[config.mk]
export PLATFORM = sky130hd
export DESIGN_NAME = design_switcher
export DESIGN_NICKNAME = d
export VERILOG_FILES = /design/src/rtl/design_switcher.sv
export SDC_FILE = /design/constraint.sdc
export NUM_CORES = 1
export LEC_CHECK = 0
export CAP_MARGIN = 0
export CORE_AREA = 2 2 634 636
export DETAILED_ROUTE_END_ITERATION = 6
export DIE_AREA = 0 0 636 638
export DONT_BUFFER_PORTS = 1
export PLACE_DENSITY = 0.3
export SLEW_MARGIN = 15
export SYNTH_ARGS = -nofsm -noshare
export SYNTH_HDL_FRONTEND = slang
export SYNTH_SLANG_ARGS = --single-unit
[constraint.sdc]
create_clock -name clock -period 1.95 [get_ports clock]
set_clock_uncertainty 0.2 [all_clocks]
set_input_delay 0 -clock clock [delete_from_list [all_inputs] [get_ports clock]]
set_output_delay 0 -clock clock [all_outputs]
set_load 0.05 [all_outputs]
[src/rtl/design_switcher.sv]
// Routes the shared pads to one of NUM_DES user designs. Every selection change isolates the pads and
// holds the new design in reset for HOLD_CYCLES cycles. Optional macro DESIGN_SWITCHER_CLKEN_EN adds per-design clock enables.
module design_switcher #(
  parameter int NUM_DES     = 64,
  parameter int IO_W        = 12,
  parameter int SEL_W       = (NUM_DES > 1) ? $clog2(NUM_DES) : 1,
  parameter int HOLD_CYCLES = 8
) (
  input  logic             clock,
  input  logic             reset_n,
  input  logic [IO_W-1:0]  io_in,
  output logic [IO_W-1:0]  io_out,
  input  logic [SEL_W-1:0] des_sel,
  input  logic             hold_if_not_sel,
  output logic [IO_W-1:0]  des_io_in  [NUM_DES],
  output logic             des_reset  [NUM_DES],
  input  logic [IO_W-1:0]  des_io_out [NUM_DES],
  output logic             busy,
  output logic [SEL_W-1:0] active_sel,
  output logic             sel_valid
`ifdef DESIGN_SWITCHER_CLKEN_EN
  ,
  output logic             des_clk_en [NUM_DES]
`endif
);

  localparam int CNT_W = (HOLD_CYCLES > 0) ? $clog2(HOLD_CYCLES + 1) : 1;
  localparam logic [CNT_W-1:0] CNT_INIT = CNT_W'(HOLD_CYCLES - 1);

  typedef enum logic [1:0] {
    ST_ACTIVE  = 2'd0,
    ST_ISOLATE = 2'd1,
    ST_HOLD    = 2'd2
  } state_e;

  state_e           state_q, state_d;
  logic [SEL_W-1:0] sel_q, sel_d;
  logic [SEL_W-1:0] cur_sel_q, cur_sel_d;
  logic [CNT_W-1:0] cnt_q, cnt_d;
  logic             mm;
  logic             active;

  always_ff @(posedge clock or negedge reset_n) begin
    if (!reset_n) begin
      state_q   <= ST_HOLD;
      cnt_q     <= CNT_INIT;
      sel_q     <= '0;
      cur_sel_q <= '0;
    end else begin
      state_q   <= state_d;
      cnt_q     <= cnt_d;
      sel_q     <= sel_d;
      cur_sel_q <= cur_sel_d;
    end
  end

  // Any pending mismatch restarts the isolate/hold sequence on the newest request.
  always_comb begin
    sel_d     = des_sel;
    state_d   = state_q;
    cnt_d     = cnt_q;
    cur_sel_d = cur_sel_q;
    mm        = (sel_q != cur_sel_q);
    case (state_q)
      ST_ACTIVE: begin
        if (mm) begin
          state_d   = ST_ISOLATE;
          cur_sel_d = sel_q;
        end
      end
      ST_ISOLATE: begin
        state_d = ST_HOLD;
        cnt_d   = CNT_INIT;
        if (mm) cur_sel_d = sel_q;
      end
      ST_HOLD: begin
        if (mm) begin
          state_d   = ST_ISOLATE;
          cur_sel_d = sel_q;
        end else if (cnt_q == '0) begin
          state_d = ST_ACTIVE;
        end else begin
          cnt_d = cnt_q - 1'b1;
        end
      end
      default: begin
        state_d = ST_HOLD;
        cnt_d   = CNT_INIT;
      end
    endcase
  end

  generate
    if (NUM_DES >= (1 << SEL_W)) begin : g_sel_full
      assign sel_valid = 1'b1;
    end else begin : g_sel_part
      localparam logic [SEL_W:0] NUM_DES_EXT = (SEL_W + 1)'(NUM_DES);
      assign sel_valid = ({1'b0, cur_sel_q} < NUM_DES_EXT);
    end
  endgenerate

  assign active     = (state_q == ST_ACTIVE);
  assign busy       = !active;
  assign active_sel = cur_sel_q;
  assign io_out     = (reset_n && active && sel_valid) ? des_io_out[cur_sel_q] : '0;

  always_comb begin
    for (int i = 0; i < NUM_DES; i++) begin
      des_io_in[i] = '0;
      des_reset[i] = 1'b1;
      if (reset_n) begin
        if (sel_valid && (cur_sel_q == SEL_W'(i))) begin
          if (active) begin
            des_io_in[i] = io_in;
            des_reset[i] = 1'b0;
          end
        end else if (!hold_if_not_sel) begin
          des_io_in[i] = io_in;
          des_reset[i] = 1'b0;
        end
      end
    end
  end

`ifdef DESIGN_SWITCHER_CLKEN_EN
  // The selected design keeps its clock through HOLD so the reset is actually clocked in.
  always_comb begin
    for (int i = 0; i < NUM_DES; i++) begin
      des_clk_en[i] = 1'b0;
      if (reset_n) begin
        if (sel_valid && (cur_sel_q == SEL_W'(i))) begin
          des_clk_en[i] = (state_q != ST_ISOLATE);
        end else begin
          des_clk_en[i] = !hold_if_not_sel;
        end
      end
    end
  end
`endif

endmodule
==> reports/results.ini <==
[die]
fp.dieArea_mm2 = 0.406
row_count = 232
die_width_um = 636
start_util = 0.0361
io_pins = 1641
core_area_mm2 = 0.399
die_height_um = 638

[clock_network]
insertion_delay_ns = 0.30
root_buffer = clkbuf_16
path_clk_slew_ns = 0.10
cts_buffer_depth = 2
ctsHtreeMaxLevel = 1
cts_buffers = 3
clock-sinks = 18
tritoncts = done

[drt]
antenna_left = 0
drt_wl_total_um = 226000
avgRoutedWirePerCell_um = 29.8
wl_met2_um = 124000
vias_per_cell = 2.60
met1_length_um = 77400
top_layer = met5
wl_met3_um = 16700
drc = 0
drtIter0Drc = 2143
first_pass_iters = 5
vias = 19800

[min_path]
hold_path.class = in -> out

[synthesis]
synth.ff_latch_count = 18
synth_top_area_frac = 0.292
syn_inst = 1911
ys_top_cells_by_area = and3_1 (29%), mux4_2 (21%), mux2i_1 (11%)
yosys.area.top_type = and3_1
avgSynthCellArea_um2 = 7.53
synth_warnings = 0
netlist_area_mm2 = 0.0144
synth.distinct_cells = 47
syn_nets = 2701
ys_seq_area_frac = 0.0316

[cells_and_area]
finalInstanceArea_mm2 = 0.0353
mostFrequentLayoutCell = and3_4
mostFrequentLayoutCells = and3_4 (652), buf_12 (329), buf_4 (208)
drive_gt1_frac = 0.809
area_growth_pct = 145
fin_cells = 7601
final_util = 0.0886
nets = 3046

[setup_path]
cp-startpoint = active_sel[1]$_DFFE_PN0P_
worstSetupEndpoint = io_out[7]
r2r_cells = 12
criticalPathCategory = reg -> out
crit_path_end_kind = output port
critPathRequiredTime_ns = 1.75
slowest_delay_ns = 0.54
worstPathArrival_ns = 3.44
r2r-start = active_sel[1]$_DFFE_PN0P_
worstPathCellList = buf_12, buf_4, buf_4, mux4_2, o21ai_1, buf_4, nand4_1, buf_4, a221o_2, buf_12
timing.rr.end = cnt_q[1]$_DFFE_PN1P_
worst_setup_path_start_kind = flop
crit_top_cell = buf_4
timing.reg2reg.setup_slack_ns = -0.74
crit_slowest_cell = dfrtp_4
cp_max_fo = 12

[sta]
setup_viol = 852
relSlewSlack = 0.274
setup_ws_ns = -1.69
max_freq_mhz = 274
worst_pin_slew_ns = 1.09
maxSlewViolCount = 0
period_minus_slack_ns = 3.64
hold_viol = 0
period_share = 1.87
rsz0062_at_grt = yes
setup_tns_ns = -920.87
whs_ns = 0.0123

[place]
place_ws_ns = -1.93
io_buffers = 0
gp_congestion = 0.946
dpl.cell_count = 7354
place_area_mm2 = 0.0308
hpwl_um = 180000

[global_routing]
grt_usage = 0.101
grt_max_degree = 740
grt_antenna_before_repair = 180
grt_pass1_wl_um = 259000
grt_pass1_vias = 18300
overflow = 0

[power_and_ir_drop]
power_leakage_nw = 11.9
ir_drop_mv = 0.485
p_per_area_mw_per_mm2 = 795
power_mw = 28.1

[run_status]
failed_checks = setup timing
status = finished, violations left

[run]
drv_cap = 0

==> where the power goes <==
| group | total (mW) | internal (mW) | switching (mW) |
|---|---|---|---|
| combinational | 26.9 | 11.3 | 15.6 |
| clock | 0.574 | 0.317 | 0.257 |
| sequential | 0.565 | 0.474 | 0.0906 |
| total | 28.1 | 12.1 | 16.0 |
==> cells in the mapped netlist (all sizes together) <==
| master | count |
|---|---|
| a221o | 12 |
| mux2 | 7 |
| nor4b | 4 |
| nor2b | 6 |
| a21oi | 26 |
| nand2b | 4 |
| mux4 | 142 |
| nand4 | 13 |
| nor4 | 2 |
| a22oi | 74 |
| nand4b | 5 |
| o21ai | 19 |
| nor3b | 1 |
| nand2 | 93 |
| or2 | 3 |
| conb | 1 |
| or3 | 1 |
| xnor2 | 8 |
| and3 | 673 |
| buf | 78 |
| nor3 | 1 |
| dfrtp | 14 |
| a221oi | 11 |
| nor2 | 23 |
| ha | 1 |
| nand3 | 19 |
| o311a | 8 |
| dfstp | 4 |
| o31ai | 1 |
| o21bai | 1 |
| clkbuf | 259 |
| and2 | 155 |
| mux2i | 157 |
| o2111ai | 11 |
| and3b | 1 |
| and4bb | 5 |
| inv | 68 |
==> final cells by class <==
class                      instances  area, µm²
multi-input combinational       1488      17200
tap                             5265       6590
clock buffer                       4       88.8
sequential                        18        473
timing repair buffer             677      10500
antenna                           81        203
inverter                          68        323
fill                           46000     363000
==> logic make-up after synthesis <==
family,synth area share
xor gates and xnor gates,0.00487
adders and majority gates,0.000869
DFF,0.0316
muxes,0.338
other,0.000261
buffers and inverters,0.117
AOI/OAI and AO/OA,0.0826
and+or+nand+nor,0.425
==> layer usage <==
metal | GRT usage | vias to the layer above
li1 | - | 7927
met1 | 0.104 | 9827
met2 | 0.203 | 1555
met3 | 0.0251 | 433
met4 | 0.0183 | 56
met5 | 0.000118 | -
==> how the worst min path moves through the flow <==
| stage | startpoint | slack, ns | end | cells past startpoint |
|---|---|---|---|---|
| after floorplan | reset_n | -0.50 | active_sel[0]$_DFFE_PN0P_ | 0 |
| after detailed placement | reset_n | -0.47 | active_sel[3]$_DFFE_PN0P_ | 0 |
| after CTS | reset_n | 0.01 | des_io_in[735] | 1 |
| after global placement | reset_n | -0.47 | sel_q[2]$_DFF_PN0_ | 0 |
| final | reset_n | 0.01 | des_io_in[461] | 1 |
| after global routing | reset_n | 0.004 | des_io_in[461] | 1 |
==> registers in the layout, indices dropped and copies added, names as in the netlist <==
name        flops
cnt_q           4
state_q         2
active_sel      6
sel_q           6
==> worst max-delay path: cells and delay by family, from the launching register on <==
kind | cells | cell delay (ns)
AOI/OAI and AO/OA | 2 | 0.59
and+or+nand+nor | 1 | 0.47
buffers and inverters | 6 | 1.19
DFF | 1 | 0.54
muxes | 1 | 0.29
==> what timing repair did <==
item,4_1_cts,5_1_grt
hold buffers,8,2
endpoints found under the setup margin,851,853
endpoints found under the hold margin,24,10
pin swaps,69,193
setup buffers,70,65
cloned,20,20
resized for setup,250,230
(Power assumes the default switching activity.)
